<file path="src/rtl/fetch_pkg.sv">
// fetch_pkg: shared definitions for the instruction fetch unit.
//   fetch_state_e : fetch controller FSM state encoding
//   INSTR_BYTES   : size of one instruction in bytes (sequential PC step)
//   ALIGN_MASK    : low address bits that must be zero for a legal fetch target
//   addr_aligned  : helper that tests the low address bits against ALIGN_MASK
package fetch_pkg;

    typedef enum logic [2:0] {
        ST_IDLE  = 3'd0,
        ST_REQ   = 3'd1,
        ST_WAIT  = 3'd2,
        ST_HOLD  = 3'd3,
        ST_FAULT = 3'd4
    } fetch_state_e;

    localparam int unsigned INSTR_BYTES = 32'd4;
    localparam logic [1:0]  ALIGN_MASK  = 2'b11;

    function automatic logic addr_aligned(input logic [1:0] low_bits);
        return (low_bits & ALIGN_MASK) == 2'b00;
    endfunction

endpackage

</file>
<file path="src/rtl/fetch_buffer.sv">
// fetch_buffer: single-entry holding register for a fetched instruction.
// Ports:
//   clk, rstn    : clock, asynchronous active-low reset
//   i_load       : capture i_pc / i_instr and mark the entry valid
//   i_drop       : discard the entry (redirect)
//   i_pop        : entry consumed downstream
//   i_pc         : PC of the instruction being captured
//   i_instr      : instruction word being captured
//   o_valid      : entry holds an instruction
//   o_pc         : PC of the held instruction
//   o_pc_plus4   : sequential successor of o_pc
//   o_instr      : held instruction word
module fetch_buffer
    import fetch_pkg::*;
#(
    parameter int unsigned WordSize = 32
) (
    input  logic                clk,
    input  logic                rstn,
    input  logic                i_load,
    input  logic                i_drop,
    input  logic                i_pop,
    input  logic [WordSize-1:0] i_pc,
    input  logic [31:0]         i_instr,
    output logic                o_valid,
    output logic [WordSize-1:0] o_pc,
    output logic [WordSize-1:0] o_pc_plus4,
    output logic [31:0]         o_instr
);

    logic                r_valid;
    logic [WordSize-1:0] r_pc;
    logic [WordSize-1:0] r_pc_plus4;
    logic [31:0]         r_instr;

    // Holding register: load wins; drop/pop only clear the valid flag so the
    // last PC/instruction stay visible on the outputs.
    always_ff @(posedge clk or negedge rstn) begin
        if (!rstn) begin
            r_valid    <= 1'b0;
            r_pc       <= '0;
            r_pc_plus4 <= WordSize'(INSTR_BYTES);
            r_instr    <= 32'h0000_0000;
        end else if (i_load) begin
            r_valid    <= 1'b1;
            r_pc       <= i_pc;
            r_pc_plus4 <= i_pc + WordSize'(INSTR_BYTES);
            r_instr    <= i_instr;
        end else if (i_drop || i_pop) begin
            r_valid    <= 1'b0;
        end else begin
            r_valid    <= r_valid;
        end
    end

    assign o_valid    = r_valid;
    assign o_pc       = r_pc;
    assign o_pc_plus4 = r_pc_plus4;
    assign o_instr    = r_instr;

endmodule

</file>
<file path="src/rtl/instr_fetch_unit.sv">
// instr_fetch_unit: single-outstanding instruction fetch controller.
// Ports:
//   clk, rstn                    : clock, asynchronous active-low reset
//   redirect_valid/redirect_addr : taken branch and its target
//   imem_req/imem_addr           : fetch request and address to instruction memory
//   imem_gnt                     : memory accepted the request
//   imem_rvalid/imem_rdata       : read response
//   if_valid/if_ready            : downstream handshake
//   if_pc/if_pc_plus4/if_instr   : held instruction, its PC and successor PC
//   fetch_misalign               : last redirect target was not word-aligned
module instr_fetch_unit
    import fetch_pkg::*;
#(
    parameter int unsigned         WordSize    = 32,
    parameter logic [WordSize-1:0] ResetVector = 32'h0000_0000
) (
    input  logic                clk,
    input  logic                rstn,
    input  logic                redirect_valid,
    input  logic [WordSize-1:0] redirect_addr,
    output logic                imem_req,
    output logic [WordSize-1:0] imem_addr,
    input  logic                imem_gnt,
    input  logic                imem_rvalid,
    input  logic [31:0]         imem_rdata,
    output logic                if_valid,
    input  logic                if_ready,
    output logic [WordSize-1:0] if_pc,
    output logic [WordSize-1:0] if_pc_plus4,
    output logic [31:0]         if_instr,
    output logic                fetch_misalign
);

    fetch_state_e        r_state;
    fetch_state_e        w_state_nxt;
    logic [WordSize-1:0] r_pc;
    logic [WordSize-1:0] w_pc_nxt;
    // r_squash marks a granted fetch whose response must be thrown away;
    // it doubles as the "response still outstanding" flag while in FAULT.
    logic                r_squash;
    logic                w_squash_nxt;
    logic                r_imem_req;
    logic [WordSize-1:0] r_imem_addr;
    logic                r_misalign;
    logic                w_load;
    logic                w_drop;
    logic                w_pop;
    logic                w_redir_ok;
    logic                w_redir_bad;
    logic                w_buf_valid;

    assign w_redir_ok  = redirect_valid &&  addr_aligned(redirect_addr[1:0]);
    assign w_redir_bad = redirect_valid && !addr_aligned(redirect_addr[1:0]);

    // Next-state, next-PC and buffer control decode.
    always_comb begin
        w_state_nxt  = r_state;
        w_pc_nxt     = r_pc;
        w_squash_nxt = r_squash;
        w_load       = 1'b0;
        w_drop       = 1'b0;
        w_pop        = 1'b0;
        case (r_state)
            ST_IDLE: begin
                if (w_redir_bad) begin
                    w_state_nxt = ST_FAULT;
                end else if (w_redir_ok) begin
                    w_pc_nxt    = redirect_addr;
                    w_state_nxt = ST_REQ;
                end else begin
                    w_state_nxt = ST_REQ;
                end
            end
            ST_REQ: begin
                if (imem_gnt) begin
                    // A redirect alongside the grant leaves a response in flight.
                    w_squash_nxt = redirect_valid;
                    if (w_redir_bad) begin
                        w_state_nxt = ST_FAULT;
                    end else if (w_redir_ok) begin
                        w_pc_nxt    = redirect_addr;
                        w_state_nxt = ST_WAIT;
                    end else begin
                        w_state_nxt = ST_WAIT;
                    end
                end else if (w_redir_bad) begin
                    w_state_nxt = ST_FAULT;
                end else if (w_redir_ok) begin
                    w_pc_nxt = redirect_addr;
                end else begin
                    w_state_nxt = ST_REQ;
                end
            end
            ST_WAIT: begin
                if (imem_rvalid) begin
                    w_squash_nxt = 1'b0;
                    if (w_redir_bad) begin
                        w_state_nxt = ST_FAULT;
                    end else if (w_redir_ok) begin
                        w_pc_nxt    = redirect_addr;
                        w_state_nxt = ST_REQ;
                    end else if (r_squash) begin
                        w_state_nxt = ST_REQ;
                    end else begin
                        w_load      = 1'b1;
                        w_state_nxt = ST_HOLD;
                    end
                end else if (w_redir_bad) begin
                    w_squash_nxt = 1'b1;
                    w_state_nxt  = ST_FAULT;
                end else if (w_redir_ok) begin
                    w_squash_nxt = 1'b1;
                    w_pc_nxt     = redirect_addr;
                end else begin
                    w_state_nxt = ST_WAIT;
                end
            end
            ST_HOLD: begin
                if (w_redir_bad) begin
                    w_drop      = 1'b1;
                    w_state_nxt = ST_FAULT;
                end else if (w_redir_ok) begin
                    w_drop      = 1'b1;
                    w_pc_nxt    = redirect_addr;
                    w_state_nxt = ST_REQ;
                end else if (if_ready) begin
                    w_pop       = 1'b1;
                    w_pc_nxt    = r_pc + WordSize'(INSTR_BYTES);
                    w_state_nxt = ST_REQ;
                end else begin
                    w_state_nxt = ST_HOLD;
                end
            end
            ST_FAULT: begin
                if (imem_rvalid) begin
                    w_squash_nxt = 1'b0;
                end else begin
                    w_squash_nxt = r_squash;
                end
                if (w_redir_ok) begin
                    w_pc_nxt = redirect_addr;
                    // Still waiting on a response: absorb it in WAIT first.
                    if (r_squash && !imem_rvalid) begin
                        w_state_nxt = ST_WAIT;
                    end else begin
                        w_state_nxt = ST_REQ;
                    end
                end else begin
                    w_state_nxt = ST_FAULT;
                end
            end
            default: begin
                w_state_nxt  = ST_IDLE;
                w_squash_nxt = 1'b0;
            end
        endcase
    end

    // Controller state, fetch PC and squash flag.
    always_ff @(posedge clk or negedge rstn) begin
        if (!rstn) begin
            r_state  <= ST_IDLE;
            r_pc     <= ResetVector;
            r_squash <= 1'b0;
        end else begin
            r_state  <= w_state_nxt;
            r_pc     <= w_pc_nxt;
            r_squash <= w_squash_nxt;
        end
    end

    // Memory-side and fault outputs, registered from the next-state decode.
    always_ff @(posedge clk or negedge rstn) begin
        if (!rstn) begin
            r_imem_req  <= 1'b0;
            r_imem_addr <= ResetVector;
            r_misalign  <= 1'b0;
        end else begin
            r_imem_req  <= (w_state_nxt == ST_REQ);
            r_imem_addr <= w_pc_nxt;
            r_misalign  <= (w_state_nxt == ST_FAULT);
        end
    end

    fetch_buffer #(
        .WordSize   (WordSize)
    ) u_fetch_buffer (
        .clk        (clk),
        .rstn       (rstn),
        .i_load     (w_load),
        .i_drop     (w_drop),
        .i_pop      (w_pop),
        .i_pc       (r_pc),
        .i_instr    (imem_rdata),
        .o_valid    (w_buf_valid),
        .o_pc       (if_pc),
        .o_pc_plus4 (if_pc_plus4),
        .o_instr    (if_instr)
    );

    assign imem_req       = r_imem_req;
    assign imem_addr      = r_imem_addr;
    assign fetch_misalign = r_misalign;
    // A redirect in HOLD kills the held instruction in the same cycle.
    assign if_valid       = w_buf_valid && !redirect_valid;

endmodule
</file>
<file path="config.mk">
export PLATFORM = sky130hd
export DESIGN_NAME = instr_fetch_unit
export DESIGN_NICKNAME = d
export VERILOG_FILES = /design/src/rtl/fetch_pkg.sv /design/src/rtl/fetch_buffer.sv /design/src/rtl/instr_fetch_unit.sv
export SDC_FILE = /design/constraint.sdc
export NUM_CORES = 1
export LEC_CHECK = 0
export CORE_MARGIN = 3
export CORE_UTILIZATION = 50
export DETAILED_ROUTE_END_ITERATION = 6
export PLACE_DENSITY_LB_ADDON = 0.2
export SKIP_CTS_REPAIR_TIMING = 1
export SLEW_MARGIN = 20
export SYNTH_ARGS = -nofsm -noshare
export SYNTH_HDL_FRONTEND = slang
export SYNTH_SLANG_ARGS = --single-unit
</file>
<file path="constraint.sdc">
create_clock -name clk -period 3.95 [get_ports clk]
set_clock_uncertainty 0.05 [all_clocks]
set_input_delay 0.5925 -clock clk [delete_from_list [all_inputs] [get_ports clk]]
set_output_delay 0.5925 -clock clk [all_outputs]
set_load 0.01 [all_outputs]
</file>
==> flow_summary.yaml, run 1 <==
status:
  status: "completed"
global_routing:
  grt_pass1_wl_mm: 26.1
  grt_pass1_vias: 5049
  grt_overflow: 0
  grt_usage_pct: 24.7
  grt_max_degree: 85
  antenna_found_initial: 0
clock_tree:
  cts_max_level: 4
  clock_path_buffers: 2
  cts.clk_slew.worst_paths_ns: 0.05
  insertion_delay_ns: 0.42
  clock-sinks: 133
  cts_tree: "yes"
  clk_root_buffer_cell: "clkbuf_16"
  cts_buffers: 17
min_path:
  hold_class: "input pin to async pin"
synthesis:
  async_flop_share_pct: 100
  synth_top_family_by_area: "simple AND/OR/NAND/NOR gates"
  synth-simple-area-share_pct: 13.6
  avgSynthCellArea_um2: 11.1
  syn_area_um2: 6180
  synth_cells: 555
  synth-adder-area-share_pct: 0.202
  synthMuxAreaShare_pct: 11.5
  ys_ff_latch: 133
  synth_cell_types: 55
  synth-compound-area-share_pct: 12.9
  synth-xor-area-share_pct: 3.97
  syn_nets: 626
  synth-edff-count: 0
  ys_seq_area_share_pct: 53.9
  synth_warnings: 0
  synth_flop_cell: "dfrtp_1"
pwr:
  power_leakage_nw: 3.77
  pwr-share-comb_pct: 37.0
  power.switching_mw: 2.09
  intPower_mw: 4.25
  seqPwrFrac_pct: 38.8
  power.share.clock_pct: 24.2
  cellPowerDensity_nw_per_um2: 714
  switching_share_pct: 32.9
  vdd_ir_drop_max_uv: 380
route:
  drtIter0Drc: 331
  num_vias: 5050
  routedWlPerCell_um: 18.1
  drtAntennaViolNets: 0
  first_pass_iters: 6
  vias_per_cell: 5.50
  routed_wirelength_mm: 16.6
  drc_errors: 0
die:
  die-area_um2: 13700
  io_pins: 201
  coreArea_um2: 11800
  die_h_um: 117
  initial_core_util_pct: 52.6
  rows: 39
  die_w_um: 117
finish:
  fillCellCount: 795
  diodes: 0
  fin_nets: 812
  utilization_pct: 75.4
  drive_gt1_share_pct: 15.5
  final_cell_mix: "199 x clkdlybuf4s50_1, 132 x dfrtp_1, 70 x nand2_1"
  final_common_cell: "clkdlybuf4s50_1"
  multi_input_area_um2: 2650
  area_growth_pct: 43.4
  seq_area_um2: 3330
sta:
  min_period_over_period_pct: 68.7
  final.min_clock_period_ns: 2.71
  rsz0062_at_grt: "false"
  tightestPinTransition_ns: 0.874
  slew_headroom_pct: 41.8
  setup_violations: 0
  setup_tns_ns: 0
  final_max_slew_viol_count: 0
  fmax_mhz: 368
  hold_viol: 0
placement:
  port_buffers: 200
  place.gp.congestion: 0.845
  hpwl_mm: 11.3
critical_path:
  rr_worst_depth: 4
  crit_type: "input pin to flip-flop"
  crit_start: "redirect_valid"
  critPathLaunchType: "input pin"
  worst_ep_arrival_time_ns: 2.94
  endpoint: "imem_addr[5]$_DFFE_PN0P_"
  endpoint_kind: "flip-flop"
  r2r_end: "u_fetch_buffer.o_instr[13]$_DFFE_PN0P_"
  cp_max_fo: 24
  worst-endpoint-required_ns: 4.18
  rr_startpoint: "r_state[2]$_DFF_PN0_"
  regToRegSetupSlack_ns: 1.42
job:
  drv_cap: 0
==> kinds of logic (layout without fill, tap and decap cells) <==
logic type	Yosys count	count (layout)
AOI/OAI and AO/OA	129	129
xor gates and xnor gates	28	28
adders and majority gates	1	1
buffers and inverters	45	244
DFF	133	133
muxes	63	63
and+or+nand+nor	156	156
==> through the flow <==
step | instances | cell area, µm² | setup slack, ns | total power [mW] | hold WS [ns]
floorplan | 555 | 6180 | 2.04 | 3.40 | 0.247
global placement | 886 | 8270 | 0.949 | 4.72 | 0.411
detailed placement | 886 | 8280 | 0.873 | 4.81 | 0.420
CTS | 918 | 8860 | 1.26 | 6.38 | 0.206
global route | 918 | 8860 | 1.03 | 6.68 | 0.209
finish | 918 | 8860 | 1.24 | 6.33 | 0.155
==> area by class of cell <==
cell class | instances | area share [%]
clock inverter | 7 | 0.776
multi-input combinational | 377 | 29.8
timing repair buffer | 207 | 23.5
tap | 164 | 2.32
clock buffer | 25 | 5.82
inverter | 5 | 0.212
sequential | 133 | 37.6
==> worst max-delay path, stage by stage <==
cell,delay [ns]
clkdlybuf4s50_1,0.58
nor3b_4,0.52
or3_1,0.77
o21ai_0,0.24
nand2_1,0.14
o21ai_0,0.09
==> worst min path at each step <==
stage	start	to	slack, ns	depth (start not counted)
6_report	rstn	u_fetch_buffer.o_instr[7]$_DFFE_PN0P_	0.16	1
2_1_floorplan	rstn	fetch_misalign$_DFF_PN0_	0.25	0
5_1_grt	rstn	u_fetch_buffer.o_instr[7]$_DFFE_PN0P_	0.21	1
4_1_cts	rstn	u_fetch_buffer.o_instr[7]$_DFFE_PN0P_	0.21	1
3_5_place_dp	u_fetch_buffer.o_pc_plus4[16]$_DFFE_PN0P_	u_fetch_buffer.o_pc_plus4[16]$_DFFE_PN0P_	0.42	2
3_3_place_gp	u_fetch_buffer.o_pc_plus4[18]$_DFFE_PN0P_	u_fetch_buffer.o_pc_plus4[18]$_DFFE_PN0P_	0.41	2
==> layer usage <==
layer / global-route usage (%) / vias up / part of all wire, %
li1: - / 2367 / -
met1: 31.6 / 2447 / 41
met2: 41.0 / 216 / 50
met3: 6.02 / 20 / 7.8
met4: 8.79 / 0 / 1.4
met5: 0 / - / 0
==> power groups by stage <==
stage	Combinational (mW)	Sequential [mW]	Clock (mW)
finish	2.34	2.46	1.53
global route	2.52	2.54	1.62
CTS	2.37	2.46	1.55
detailed placement	2.35	2.46	0
global placement	2.28	2.43	0
floorplan	0.862	2.54	0
==> Yosys cell counts, types with 8 or more instances <==
master / n / share of area, %
dfrtp_1: 132 / 53
nand2_1: 70 / 4.3
mux2_2: 62 / 11
o21ai_0: 40 / 3.2
a21oi_1: 30 / 2.4
nand3_1: 19 / 1.5
o22ai_1: 19 / 1.9
buf_2: 17 / 1.4
nor2_1: 17 / 1.0
xor2_1: 17 / 2.4
clkbuf_1: 13 / 0.79
xnor2_1: 11 / 1.6
a2bb2oi_1: 8 / 1.1
nand4_1: 8 / 0.81
==> sequential cells by signal, indices dropped and copies added, names as in the netlist <==
signal / flops
fetch_misalign: 1
imem_addr: 32
imem_req: 1
r_squash: 1
r_state: 3
u_fetch_buffer.o_instr: 32
u_fetch_buffer.o_pc: 32
u_fetch_buffer.o_pc_plus4: 30
u_fetch_buffer.o_valid: 1
(Power assumes the default switching activity.)
==> run 2, diff against run 1 <==
- CORE_UTILIZATION: 50 -> 46
- clock period: 3.95 -> 2.75 ns (I/O delays scaled with it)
==> flow_summary.yaml, run 2 (synthesis results as in run 1) <==
sta:
  tightestPinTransition_ns: 0.713
  final.min_clock_period_ns: 2.24
  layout_setup_ws_ns: 0.509
  rsz0062_at_grt: "false"
  slew_headroom_pct: 52.4
  setup_tns_ns: 0
  fmax_mhz: 446
  final_max_slew_viol_count: 0
  whs_ns: -0.0186
  hold_viol: 22
  setup_violations: 0
  min_period_over_period_pct: 81.5
critical_path:
  endpoint_kind: "flip-flop"
  slowest_stage: "nor3_2"
  path_cells: "ha_1, nand2_1, nor3_2, nand2_1, o22ai_1, o2bb2a_1"
  rr_worst_depth: 6
  crit_type: "flip-flop to flip-flop"
  slowest_delay_ns: 0.52
  critPathLaunchType: "flip-flop"
  cp_max_fo: 9
  worst_ep_arrival_time_ns: 2.49
  worst-endpoint-required_ns: 3.00
  crit_top_cell: "nand2_1"
clock_tree:
  cts.clk_slew.worst_paths_ns: 0.06
  clock_path_buffers: 2
  clock-sinks: 133
  cts_tree: "yes"
  cts_buffers: 17
  clk_root_buffer_cell: "clkbuf_16"
  insertion_delay_ns: 0.42
  cts_max_level: 4
placement:
  placed_cells: 897
  port_buffers: 200
  pre_cts_ws_ns: 0.299
  dpl_cell_area_um2: 8320
  hpwl_mm: 11.3
  place.gp.congestion: 0.849
route:
  first_pass_iters: 5
  routedWlPerCell_um: 17.2
  drc_errors: 0
  num_vias: 4977
  vias_per_cell: 5.36
  highest_layer: "met4"
  routed_wirelength_mm: 16.0
  wl_met3_mm: 1.10
  met2_wirelength_mm: 7.90
  drtAntennaViolNets: 0
  drtIter0Drc: 195
  met1_length_mm: 6.78
die:
  coreArea_um2: 12900
  io_pins: 201
  die_w_um: 122
  die-area_um2: 14900
  initial_core_util_pct: 48.0
  die_h_um: 122
  rows: 41
global_routing:
  grt_max_degree: 81
  grt_overflow: 0
  grt_usage_pct: 21.7
  grt_pass1_wl_mm: 25.3
  antenna_found_initial: 0
  grt_pass1_vias: 4879
finish:
  final_common_cell: "clkdlybuf4s50_1"
  final_cell_mix: "199 x clkdlybuf4s50_1, 132 x dfrtp_1, 70 x nand2_1"
  utilization_pct: 68.9
  fin_nets: 815
  drive_gt1_share_pct: 15.9
  diodes: 0
  fin_cells: 928
  area_growth_pct: 43.6
  fin_area_um2: 8880
pwr:
  finalPower_mw: 8.97
  seqPwrFrac_pct: 39.2
  switching_share_pct: 32.9
  cellPowerDensity_nw_per_um2: 1010
  pwr-share-comb_pct: 37.5
  power_leakage_nw: 3.78
  power.share.clock_pct: 23.4
  vdd_ir_drop_max_uv: 527
  power.switching_mw: 2.95
  intPower_mw: 6.02
status:
  status: "finished, violations left"
  violations: "hold timing"
job:
  drv_cap: 0
min_path:
  hold_class: "input pin to async pin"
## run 2: cell count changes in the layout (fill, tap and decap cells not counted)
cell	delta
clkinv_2	+4
clkbuf_8	-3
buf_12	+2
buf_4	+1
clkbuf_1	-1
clkinvlp_4	-1
o2bb2ai_2	+1
o2bb2ai_4	-1
## run 2: worst max-delay path, delay by kind of cell, from the launching register on
family	cells	cell delay (ns)
AND/OR/NAND/NOR	3	0.91
flip-flops	1	0.50
adder cells (fa/ha/maj)	1	0.28
AO/OA/AOI/OAI	2	0.39
## run 2: worst paths after layout
| path | startpoint | end | slack [ns] |
|---|---|---|---|
| setup / recovery | imem_addr[2]$_DFFE_PN0P_ | imem_addr[18]$_DFFE_PN0P_ | 0.51 |
| hold / removal | rstn | imem_addr[17]$_DFFE_PN0P_ | -0.02 |
| setup reg to reg | imem_addr[2]$_DFFE_PN0P_ | imem_addr[18]$_DFFE_PN0P_ | 0.51 |
| hold reg to reg | u_fetch_buffer.o_pc_plus4[12]$_DFFE_PN0P_ | u_fetch_buffer.o_pc_plus4[12]$_DFFE_PN0P_ | 0.43 |
| max in group asynchronous | rstn | imem_addr[1]$_DFFE_PN0P_ | 1.96 |
| min in group clk | u_fetch_buffer.o_pc_plus4[12]$_DFFE_PN0P_ | u_fetch_buffer.o_pc_plus4[12]$_DFFE_PN0P_ | 0.43 |
## run 2: cell type report
class	count	area (µm²)
fillers	985	4000
flip-flops and latches	133	3330
multi-input cells	377	2630
repair buffers	210	2130
clock buffers	21	470
well taps	172	215
clock inverters	10	81.3
inverters	5	18.8
## run 2: metal layers
metal | vias up | GRT usage (%)
li1 | 2373 | -
met2 | 153 | 35.9
met4 | 0 | 7.07
met5 | - | 0
met3 | 13 | 6.27
met1 | 2438 | 27.6
## run 2: power groups by stage
stage	registers (mW)	logic [mW]	clock network [mW]
2_1_floorplan	3.65	1.24	0
3_3_place_gp	3.48	3.34	0
3_5_place_dp	3.54	3.40	0
4_1_cts	3.52	3.41	2.14
5_1_grt	3.64	3.63	2.23
6_report	3.51	3.36	2.10
==> RTL change (settings of run 2) <==
`WordSize` is set to 32 in 2 places; all go to 128.
--- a/src/rtl/fetch_buffer.sv
+++ b/src/rtl/fetch_buffer.sv
@@ -13,7 +13,7 @@
 module fetch_buffer
     import fetch_pkg::*;
 #(
-    parameter int unsigned WordSize = 32
+    parameter int unsigned WordSize = 128
 ) (
     input  logic                clk,
     input  logic                rstn,
--- a/src/rtl/instr_fetch_unit.sv
+++ b/src/rtl/instr_fetch_unit.sv
@@ -11,7 +11,7 @@
 module instr_fetch_unit
     import fetch_pkg::*;
 #(
-    parameter int unsigned         WordSize    = 32,
+    parameter int unsigned         WordSize    = 128,
     parameter logic [WordSize-1:0] ResetVector = 32'h0000_0000
 ) (
     input  logic                clk,
Ports: changed (resized if_pc, if_pc_plus4, imem_addr and redirect_addr); port bits go from 201 to 585. The function was not compared with the original's and may differ.
==> RTL change against run 2 <==
Largest power group is now combinational cells; sequential cell count increased by 288; synthesized cell count increased to 4.8 times the old value; critical path type unchanged; total power increased to 3.9 times the old value; area after synthesis increased to 3.6 times the old value; final area increased to 3.7 times the old value; worst setup slack got worse by 0.46 ns; the flow finishes with violations (design-rule violations); routed wire length increased to 6.2 times the old value; count of clock-buffer cells in the layout increased by 41; fmax decreased by 17%.
==> RTL change: results (changes against run 2) <==
first_global_vias: 23900  # +390%
r2r_slack_ns: 0.05  # -0.46 ns
clk_latency_ns: 0.60  # +0.18 ns
cp_max_fo: 7  # -2
placed_area_mm2: 0.0308  # +270%
rr_startpoint: "imem_addr[5]$_DFFE_PN0P_"
ys_async_sr_fraction: 1.00  # unchanged
gp_congestion: 0.986  # +16%
h-tree-depth: 2  # -2
synth_fa_ha_area_frac: 0.000562  # -0.00146
rr_endpoint: "u_fetch_buffer.o_pc_plus4[119]$_DFFE_PN0P_"
p_leak_nw: 14.2  # +270%
fin_nets: 3593  # +340%
io_buffers: 584  # +190%
viasPerCell: 6.00  # +12%
layout-drive-gt1-share: 0.146  # -0.0124
multi_input_area_mm2: 0.0109  # +310%
ys_top_cells_by_area: "dfrtp_1, nand2_1, o21ai_0"
wl_per_cell_um: 24.4  # +42%
final_cells: 4076  # +340%
synth_xor_area_frac: 0.0457  # +0.00600
pre_cts_ws_ns: -0.185  # -0.484 ns
dr.pass1.iters: 7  # +2
ys_seq_area_frac: 0.474  # -0.0650
fillers: 3775  # +280%
root_buffer: "clkbuf_16"
final_util: 0.694  # +0.00463
final-hold-violation-count: 0  # -100%
status: "finished with violations"
maxSlewHeadroom: 0.527  # +0.00277
clockBufferDepth: 3  # +1
syn_nets: 2850  # +360%
dp.cells: 3979  # +340%
grt_start_max_net_pins: 89  # +9.9%
synth_common_cells: "nand2_1, dfrtp_1, o21ai_0, clkbuf_1, nand3_1"
antenna_found_initial: 8  # +8
cpPeakStageDelay_ns: 0.46  # -0.06 ns
path_clk_slew_ns: 0.06  # about the same
grt_usage: 0.380  # +0.163
p_sw_mw: 14.0  # +380%
grt_pass1_wl_um: 149000  # +490%
synth_mux_area_frac: 0.0108  # -0.104
syn_area_per_cell_um2: 8.29  # -26%
dpl.hpwl_um: 76000  # +570%
path_delay_family: "simple AND/OR/NAND/NOR gates"
cp-end-kind: "flip-flop"
violations: "design-rule violations"
reg2reg_depth: 9  # +3
drt_iter0_drc: 2649  # +1300%
synth_compound_area_frac: 0.119  # -0.00964
ys_types: 66  # +20%
max_clock_freq_ghz: 0.370  # -17%
peakVddDrop_v: 0.000660  # +25%
cts_buffers: 47  # +30
hold_path_class: "input pin to flip-flop"
worstPathArrival_ns: 3.12  # +0.63 ns
critPathSlowestCell: "dfrtp_1"
drc: 1  # +1
RTL change: changes by cell type after synthesis, sizes merged, moves of 89 or more:
cell    before  now
nand3       20  131
nand4        9  116
o21ai       44  180
nand2       70  728
nor2        17  117
dfrtp      132  420
nor4         3   92
clkbuf      18  168
RTL change: power groups by stage:
stage / clock network [mW] / logic [mW] / registers (mW)
2_1_floorplan: 0 / 5.81 / 11.9
3_3_place_gp: 0 / 16.8 / 11.0
3_5_place_dp: 0 / 17.0 / 11.2
4_1_cts: 6.72 / 17.1 / 11.1
5_1_grt: 6.98 / 18.3 / 11.5
6_report: 6.65 / 17.3 / 11.2
RTL change: area by class of cell:
class	count	share of cell area
timing repair buffer	934	0.269
clock buffer	62	0.0398
clock inverter	25	0.00952
antenna	5	0.000382
tap	607	0.0232
multi-input combinational	1994	0.333
sequential	421	0.322
inverter	28	0.00321
RTL change: worst min-delay path by stage:
stage	to	depth (start not counted)	slack, ns
6_report	u_fetch_buffer.o_instr[28]$_DFFE_PN0P_	3	0.29
2_1_floorplan	fetch_misalign$_DFF_PN0_	0	0.07
3_5_place_dp	u_fetch_buffer.o_pc[46]$_DFFE_PN0P_	1	0.39
3_3_place_gp	u_fetch_buffer.o_pc[51]$_DFFE_PN0P_	1	0.39
5_1_grt	u_fetch_buffer.o_instr[28]$_DFFE_PN0P_	3	0.28
4_1_cts	u_fetch_buffer.o_pc[46]$_DFFE_PN0P_	1	-0.22
RTL change: metal layers:
layer | track usage | up-vias | part of all wire | routed length (um)
met5 | 0 | - | 0.00050 | 50
met4 | 0.115 | 8 | 0.034 | 3400
met3 | 0.0868 | 220 | 0.095 | 9450
met2 | 0.616 | 1370 | 0.47 | 46600
met1 | 0.512 | 12100 | 0.40 | 39800
li1 | - | 10800 | - | -
